==> src/rtl/mc_datapath_p.sv <==
// rtl/mc_datapath_p.sv - multi-cycle CPU datapath: X mux, Y reg, 8-function ALU, flags, reg bank, IR decode, memory handshake FSM
// Optional feature macro: DP_STACK_EN (stack pointer on X source 0 with ld_sp/sp_inc/sp_dec).
module mc_datapath_p #(
    parameter int              WIDTH    = 16,
    parameter int              NREG     = 8,
    parameter logic [WIDTH-1:0] PC_RESET = '0
) (
    input  logic                     clk,
    input  logic                     rst,
    input  logic [2:0]               xsel,
    input  logic                     ld_ir,
    input  logic                     ld_mdr,
    input  logic                     ld_mar,
    input  logic                     ld_pc,
    input  logic                     ld_r,
    input  logic                     ld_y,
    input  logic [2:0]               fun_sel,
    input  logic                     fl_we,
    input  logic                     reg_we,
`ifdef DP_STACK_EN
    input  logic                     ld_sp,
    input  logic                     sp_inc,
    input  logic                     sp_dec,
`endif
    input  logic [$clog2(NREG)-1:0]  reg_rd_addr,
    input  logic [$clog2(NREG)-1:0]  reg_wr_addr,
    input  logic                     mem_start,
    input  logic                     mem_we,
    output logic                     mem_req,
    output logic                     mem_wr,
    output logic [WIDTH-1:0]         mem_addr,
    output logic [WIDTH-1:0]         mem_wdata,
    input  logic [WIDTH-1:0]         mem_rdata,
    input  logic                     mem_ack,
    output logic                     busy,
    output logic                     mem_done,
    output logic [3:0]               flags,
    output logic [4:0]               op_code,
    output logic [1:0]               addr_mode,
    output logic [2:0]               dst,
    output logic [2:0]               src1,
    output logic [2:0]               src2
);

    typedef enum logic {IDLE, REQ} mem_state_t;

    mem_state_t       state, state_nxt;
    logic             start_acc, ack_acc;
    logic [WIDTH-1:0] ir, mdr, mar, pc, r, y;
    logic [WIDTH-1:0] x, z;
    logic [WIDTH:0]   sum_add, sum_sub;
    logic             c_out, v_out;
    logic [WIDTH-1:0] bank [NREG];
`ifdef DP_STACK_EN
    logic [WIDTH-1:0] sp;
`endif

    // Memory transaction FSM
    always_comb begin
        state_nxt = state;
        start_acc = 1'b0;
        ack_acc   = 1'b0;
        case (state)
            IDLE: begin
                if (mem_start) begin
                    state_nxt = REQ;
                    start_acc = 1'b1;
                end
            end
            REQ: begin
                if (mem_ack) begin
                    state_nxt = IDLE;
                    ack_acc   = 1'b1;
                end
            end
            default: state_nxt = IDLE;
        endcase
    end

    always_ff @(posedge clk or negedge rst) begin
        if (!rst) begin
            state    <= IDLE;
            mem_wr   <= 1'b0;
            mem_done <= 1'b0;
        end else begin
            state    <= state_nxt;
            mem_done <= ack_acc;
            if (start_acc)
                mem_wr <= mem_we;
            else if (ack_acc)
                mem_wr <= 1'b0;
        end
    end

    assign busy      = (state == REQ);
    assign mem_req   = busy;
    assign mem_addr  = mar;
    assign mem_wdata = mdr;

    // X source bus
    always_comb begin
        x = '0;
        case (xsel)
`ifdef DP_STACK_EN
            3'd0: x = sp;
`else
            3'd0: x = '0;
`endif
            3'd1: x = mdr;
            3'd2: x = mar;
            3'd3: x = pc;
            3'd4: x = r;
            3'd5: x = bank[reg_rd_addr];
            3'd6: x = WIDTH'(2);
            3'd7: x = WIDTH'(4);
            default: x = '0;
        endcase
    end

    // SUB is Y + ~X + 1 so its carry out is already "not borrow"
    assign sum_add = {1'b0, y} + {1'b0, x};
    assign sum_sub = {1'b0, y} + {1'b0, ~x} + {{WIDTH{1'b0}}, 1'b1};

    always_comb begin
        z     = '0;
        c_out = 1'b0;
        v_out = 1'b0;
        case (fun_sel)
            3'd0: begin
                z     = sum_add[WIDTH-1:0];
                c_out = sum_add[WIDTH];
                v_out = (y[WIDTH-1] == x[WIDTH-1]) && (sum_add[WIDTH-1] != y[WIDTH-1]);
            end
            3'd1: begin
                z     = sum_sub[WIDTH-1:0];
                c_out = sum_sub[WIDTH];
                v_out = (y[WIDTH-1] != x[WIDTH-1]) && (sum_sub[WIDTH-1] != y[WIDTH-1]);
            end
            3'd2: z = y & x;
            3'd3: z = y | x;
            3'd4: z = y ^ x;
            3'd5: z = ~x;
            3'd6: z = x;
            3'd7: begin
                z     = {x[WIDTH-2:0], 1'b0};
                c_out = x[WIDTH-1];
            end
            default: z = '0;
        endcase
    end

    // MAR/MDR are frozen while a transaction is pending so the memory sees stable values
    always_ff @(posedge clk or negedge rst) begin
        if (!rst) begin
            ir    <= '0;
            mdr   <= '0;
            mar   <= '0;
            pc    <= PC_RESET;
            r     <= '0;
            y     <= '0;
            flags <= 4'b0000;
        end else begin
            if (ld_ir) ir <= z;
            if (ld_pc) pc <= z;
            if (ld_r)  r  <= z;
            if (ld_y)  y  <= x;
            if (ld_mar && !busy) mar <= z;
            if (ack_acc && !mem_wr)
                mdr <= mem_rdata;
            else if (ld_mdr && !busy)
                mdr <= z;
            if (fl_we) flags <= {(z == '0), z[WIDTH-1], c_out, v_out};
        end
    end

    always_ff @(posedge clk or negedge rst) begin
        if (!rst) begin
            for (int i = 0; i < NREG; i++) bank[i] <= '0;
        end else if (reg_we) begin
            bank[reg_wr_addr] <= z;
        end
    end

`ifdef DP_STACK_EN
    always_ff @(posedge clk or negedge rst) begin
        if (!rst)
            sp <= '0;
        else if (ld_sp)
            sp <= z;
        else if (sp_inc && !sp_dec)
            sp <= sp + WIDTH'(2);
        else if (sp_dec && !sp_inc)
            sp <= sp - WIDTH'(2);
    end
`endif

    assign op_code   = ir[15:11];
    assign addr_mode = ir[10:9];
    assign dst       = ir[8:6];
    assign src1      = ir[5:3];
    assign src2      = ir[2:0];

endmodule

==> config.mk <==
export PLATFORM = sky130hd
export DESIGN_NAME = mc_datapath_p
export DESIGN_NICKNAME = d
export VERILOG_FILES = /design/src/rtl/mc_datapath_p.sv
export SDC_FILE = /design/constraint.sdc
export NUM_CORES = 1
export LEC_CHECK = 0
export ABC_AREA = 1
export BUFFER_PORTS_ARGS = -buffer_cell sky130_fd_sc_hd__buf_2
export CAP_MARGIN = 15
export CORE_MARGIN = 5
export CORE_UTILIZATION = 61
export CTS_CLUSTER_DIAMETER = 150
export DETAILED_ROUTE_END_ITERATION = 10
export PLACE_DENSITY = 0.83
export REMOVE_ABC_BUFFERS = 1
export SKIP_LAST_GASP = 1
export SLEW_MARGIN = 20
export SYNTH_ARGS = -nofsm -noshare
export SYNTH_HDL_FRONTEND = slang
export SYNTH_SLANG_ARGS = --single-unit
==> constraint.sdc <==
create_clock -name clk -period 3.45 [get_ports clk]
set_input_delay 0.69 -clock clk [delete_from_list [all_inputs] [get_ports clk]]
set_output_delay 0.69 -clock clk [all_outputs]
set_load 0.02 [all_outputs]
# Yosys cells after proc, flatten, opt, wreduce, memory -nomap -nowiden

Index checks and enable logic that the tools add are counted.
W data, S select, Z words.

$add $sub $neg: 3
Magnitude comparators: 3
Eq/ne operators: 18
Muxes and demuxes: 20
Bitwise logic cells: 7
Reduce and logical (&&, ||, !) cells: 13

Operators with widths:

| operator                | number |
|---|---|
| $pmux W16 S8            | 2 |
| $bwmux W128             | 1 |
| $mux W16                | 5 |
| $bmux W16 S3            | 1 |
| $demux W16 S3           | 1 |
| $add A16 B16 Y17        | 2 |
| $eq A3 B3 Y1 const B    | 8 |
| $add A17 B1 Y17 const B | 1 |
| $and A16 B16 Y16        | 1 |
| $logic_not A16 Y1       | 1 |
| $not A16 Y16            | 1 |
| $or A16 B16 Y16         | 1 |
| $xor A16 B16 Y16        | 1 |
| $eq A3 B2 Y1 const B    | 4 |
| $ge A4 B4 Y1 const B    | 2 |
| $not A3 Y4              | 2 |
| $mux W1                 | 7 |
| $eq A3 B1 Y1 const B    | 2 |
| $logic_and A1 B1 Y1     | 6 |
| $logic_not A3 Y1        | 2 |
| $lt A4 B1 Y1 const B    | 1 |
| $pmux W1 S2             | 2 |
| $reduce_bool A2 Y1      | 2 |
| $ne A1 B1 Y1            | 3 |
| 4 further kinds         | 5 |

Register bits after elaboration: 231
Output and inout bits: 56
Word-level logic and storage cells: 82

# Longest topological paths before layout

Word-level depth: 11
Gate-level depth with buffers: 27
Gate-level depth less buffers: 25

# Least setup slack after synthesis

OpenSTA, ideal clock, no wires.

Path type: input to register
Start point: input port reg_rd_addr[1]
End point: register bank[62] (netlist name)
Arrival time: 3.257 ns
Required time: 3.319 ns
Setup slack: 0.062 ns
Stages on the path: 21
Path through: buf_2 > buf_1 > o211ai_1 > nand3_1 > nand3_1 > nand2_1 > inv_1 > ha_1 > clkbuf_1 > nand2_1 > nor2_1 > nand2_1 > nand3_1 > nand2_1 > nand3_1 > nand2_1 > nand3_1 > nand4_1 > buf_2 > nand2_1 > o21ai_0

Cells in the longest elaborated chain, start to end: 10
Elaborated cells between the ends (all ways): 14
Those cells by class: 3 x add/sub; 6 x mux; 5 x bitwise

RTL lines:

| element                                       | RTL line | text |
|---|---|---|
| from (decl)                                   | 25       | `input logic [$clog2(NREG)-1:0] reg_rd_addr,` |
| $not A3 Y4 (not written as such) *            | 113      | `3'd5: x = bank[reg_rd_addr];` |
| $bmux W16 S3 *                                | 113      |  |
| $mux W16 (not written as such) * (2 in a row) | 113      |  |
| $pmux W16 S8 *                                | 103      | `case (xsel)` |
| via x[4]                                      | 50       | `logic [WIDTH-1:0] x, z;` |
| $not A16 Y16                                  | 122      | `assign sum_sub = {1'b0, y} + {1'b0, ~x} + {{WIDTH{1'b0}}, 1'b1};` |
| $add A16 B16 Y17                              | 122      |  |
| $add A17 B1 Y17                               | 122      |  |
| $pmux W16 S8 *                                | 128      | `case (fun_sel)` |
| $bwmux W128 *                                 | 180      | `bank[reg_wr_addr] <= z;` |
| to (signal, indexed assignment)               | 180      |  |
| to (decl)                                     | 53       | `logic [WIDTH-1:0] bank [NREG];` |

Mark *: on every way through the listed nets, which the timed path passes. The rest lies on a longest branch. The select of a mux whose other input is x is not followed.
A chain may end at the register's enable or synchronous reset.

# Worst setup path after layout

Start point: input port reg_rd_addr[0]
End point: register flags[3]

Cells in the longest elaborated chain, start to end: 10
Elaborated cells between the ends (all ways): 14
Those cells by class: 3 x add/sub; 5 x mux; 5 x bitwise; 1 x reduce/logical

RTL lines:

| element                                       | RTL line | text |
|---|---|---|
| $not A3 Y4 (not written as such) *            | 113      |  |
| $bmux W16 S3 *                                | 113      |  |
| $mux W16 (not written as such) * (2 in a row) | 113      |  |
| $pmux W16 S8 *                                | 103      |  |
| via x[2]                                      | 50       |  |
| $not A16 Y16                                  | 122, 142 |  |
| $add A16 B16 Y17                              | 122      |  |
| $add A17 B1 Y17                               | 122      |  |
| $pmux W16 S8 *                                | 128      |  |
| $logic_not A16 Y1 *                           | 172      | `if (fl_we) flags <= {(z == '0), z[WIDTH-1], c_out, v_out};` |
| to (signal assigned)                          | 172      |  |
| to (decl)                                     | 37       | `output logic [3:0] flags,` |

Marks and branches as above.

==> results.sh <==
export IMPL_status="completed"
export IMPL_gp_congestion=0.9625
export IMPL_setup_slack_ps=184.7
export IMPL_synth_compound_area_frac=0.1273
export IMPL_grt_util_all_layers=0.3534
export IMPL_die_height_um=160.0
export IMPL_ir_drop_mv=0.5608
export IMPL_fin_nets=2258
export IMPL_wirelength_um=46540
export IMPL_port_buffers=96
export IMPL_synthSimpleGateAreaFrac=0.2891
export IMPL_worstPathMaxFanout=15
export IMPL_drt_iter0_drc=1629
export IMPL_rr_worst_depth=20
export IMPL_critPathKind="primary input to flip-flop"
export IMPL_synth_top_family_by_area="simple AND/OR/NAND/NOR gates"
export IMPL_synth_edf_count=0
export IMPL_period_minus_slack_ps=3265
export IMPL_die_w_um=160.0
export IMPL_ant_nets=0
export IMPL_cts_made_buffers=24
export IMPL_timing_rr_end="bank[44]"
export IMPL_clockRootBuffer="clkbuf_16"
export IMPL_clock_latency_ps=550
export IMPL_clock_sinks=231
export IMPL_cp_arrival_ps=3730
export IMPL_synth_seq_area_share=0.4209
export IMPL_power_mw=11.52
export IMPL_start_util=0.6122
export IMPL_via_per_inst=5.820
export IMPL_yosys_most_used_dff="dfrtp_1"
export IMPL_final_core_util=0.7529
export IMPL_clockBufferDepth=3
export IMPL_diodes=0
export IMPL_hpwl_um=32810
export IMPL_cap_violations=0
export IMPL_syn_inst=1935
export IMPL_detailroute_wirelength_met3_um=5358
export IMPL_dp_slack_ps=-465.6
export IMPL_end_kind="flip-flop"
export IMPL_setup_viol=0
export IMPL_hold_violations=0
export IMPL_synthXorXnorAreaFrac=0.004464
export IMPL_setup_worst_path_start="reg_rd_addr[0]"
export IMPL_syn2layout_area_growth_pct=22.99
export IMPL_worstPathRequired_ps=3910
export IMPL_rows=55
export IMPL_ios=97
export IMPL_grt_max_degree=74
export IMPL_clk_pin_slew_ps=70
export IMPL_core_area_sq_mm=0.02243
export IMPL_ys_types=41
export IMPL_m1WireLength_um=18350
export IMPL_synthAdderAreaFrac=0.05485
export IMPL_mostFrequentLayoutCells="614 x nand2_1, 259 x inv_1, 231 x dfrtp_1"
export IMPL_r2r_slack_ps=300
export IMPL_wire_per_inst_um=18.91
export IMPL_grt_pass1_vias=13858
export IMPL_leakagePower_nw=8.756
export IMPL_slew_headroom=0.5395
export IMPL_cts_tree="built"
export IMPL_fin_cells=2461
export IMPL_avgSynthCellArea_sq_um=7.097
export IMPL_h_tree_depth=1
export IMPL_die_area_sq_mm=0.02561
export IMPL_dp_cells=2413
export IMPL_antenna_found_initial=1
export IMPL_drive_above_1_share=0.1792
export IMPL_finClkSkew_ps=34.99
export IMPL_synth_cell_area_sq_mm=0.01373
export IMPL_synth_seq_cells=231
export IMPL_synth_mux_area_frac=0
export IMPL_routed_top_layer="met5"
export IMPL_synth_warnings=0
export IMPL_fmax_ghz=0.3063
export IMPL_worst_setup_path_start_kind="primary input"
export IMPL_fin_crit_sh=0.9465
export IMPL_powerDensity_mw_per_mm2=681.9
export IMPL_globalRoute_totalOverflow=0
export IMPL_grt_first_pass_wirelength_um=73190
export IMPL_hold_path_class="primary input to async pin"
export IMPL_wl_met2_um=20860
export IMPL_drv_slew=0
export IMPL_vias=14323
export IMPL_first_pass_iters=6
export IMPL_postSynth_asyncResetShare=1.000
export IMPL_final_common_cell="nand2_1"
export IMPL_drc=0
export IMPL_tightest_slew_ps=688.2
export IMPL_r2r_start="bank[83]"
-- timing repair --
item	in CTS	in global routing
hold buffers	0	0
resized for setup	0	52
setup buffers	0	2
setup endpoints to repair	0	118
-- stage by stage --
step | instance area (sq um) | hold WS, ps | TNS [ps]
floorplan | 13330 | 394.4 | -30.54
detailed placement | 15820 | 459.4 | -45780
global placement | 15820 | 460.3 | -37590
finish | 16890 | 109.6 | 0
CTS | 16650 | 132.7 | 0
global route | 16890 | 150.8 | -14.55
-- worst max-delay path, cell delays in order --
cell and delay [ps]:
buf_4 170, inv_4 120, buf_12 160, nand2_1 60, nand3_1 70, nand3_1 170
nand3_1 190, nand2_1 100, inv_1 140, ha_1 290, inv_1 130, nand3_1 100
nand2_1 100, nand3_1 100, nand2_1 130, nand2_1 60, nand3_1 90, nand2_1 70
nor2_1 90, nand3b_1 180, nor2_1 140, nand2_1 100, nor2_4 130, nand3_1 90
nand2_1 60
-- final cells by class --
| type | instances | area (sq um) |
|---|---|---|
| clock buffers | 29 | 659.4 |
| clock inverters | 15 | 172.7 |
| fillers | 1681 | 5544 |
| inverters | 270 | 1016 |
| multi-input cells | 1349 | 6698 |
| flip-flops and latches | 231 | 5781 |
| well taps | 285 | 356.6 |
| repair buffers | 282 | 2207 |
-- cells by family (layout without fill, tap and decap cells) --
group	count (synthesis)	in the layout
AND/OR/NAND/NOR	960	960
buffers and inverters	355	596
AO/OA/AOI/OAI	323	323
flip-flops	231	231
adder cells (fa/ha/maj)	59	59
XOR/XNOR	7	7
-- power by group --
group / internal, mW / switching, mW / leakage (nW) / total [mW]
combinational: 1.84 / 3.07 / 5.42 / 4.92
clock: 1.48 / 1.20 / 0.393 / 2.68
sequential: 3.50 / 0.416 / 2.95 / 3.92
total: 6.83 / 4.69 / 8.76 / 11.5
-- registers in the layout (all words and copies together), names as in the netlist --
signal	count
mem_wr	1
mem_addr	16
mem_done	1
ir	16
pc	16
r	16
bank	128
busy	1
y	16
mem_wdata	16
flags	4
-- synth_stat cells, types with 2 or more instances --
library cell  instances  area share
ha_1                 57       0.052
nand2_2               6      0.0027
o21ai_1               9      0.0033
buf_2                25      0.0091
nand2_1             618        0.17
and2_1                2     0.00091
fa_1                  2      0.0029
buf_1                 6      0.0016
a21oi_1              43       0.016
inv_1               261       0.071
nand4_1              11      0.0050
dfrtp_1             231        0.42
a211oi_1              6      0.0033
o221ai_1              4      0.0026
xor2_1                7      0.0045
nand3_2               7      0.0051
buf_4                 5      0.0027
nor3_1                5      0.0018
o22ai_1              21      0.0096
clkinv_1              2     0.00055
inv_2                 7      0.0019
nor2_1              137       0.037
o211ai_1             20       0.011
buf_6                 5      0.0041
o21bai_1              5      0.0027
clkbuf_1             44       0.012
nand3_1             165       0.060
and3_1                2     0.00091
o21ai_0             210       0.077
-- worst max-delay path by stage --
stage,endpoint,cells past startpoint
final,flags[3],25
after global routing,flags[3],26
after CTS,bank[44],21
after detailed placement,flags[3],23
after global placement,flags[3],23
after floorplan,flags[3],19
-- metal layers --
metal,vias to the layer above,GRT usage
met2,879,0.5557
met4,2,0.1298
li1,6567,-
met1,6724,0.4981
met3,151,0.05832
met5,-,0
(Power assumes the default switching activity.)
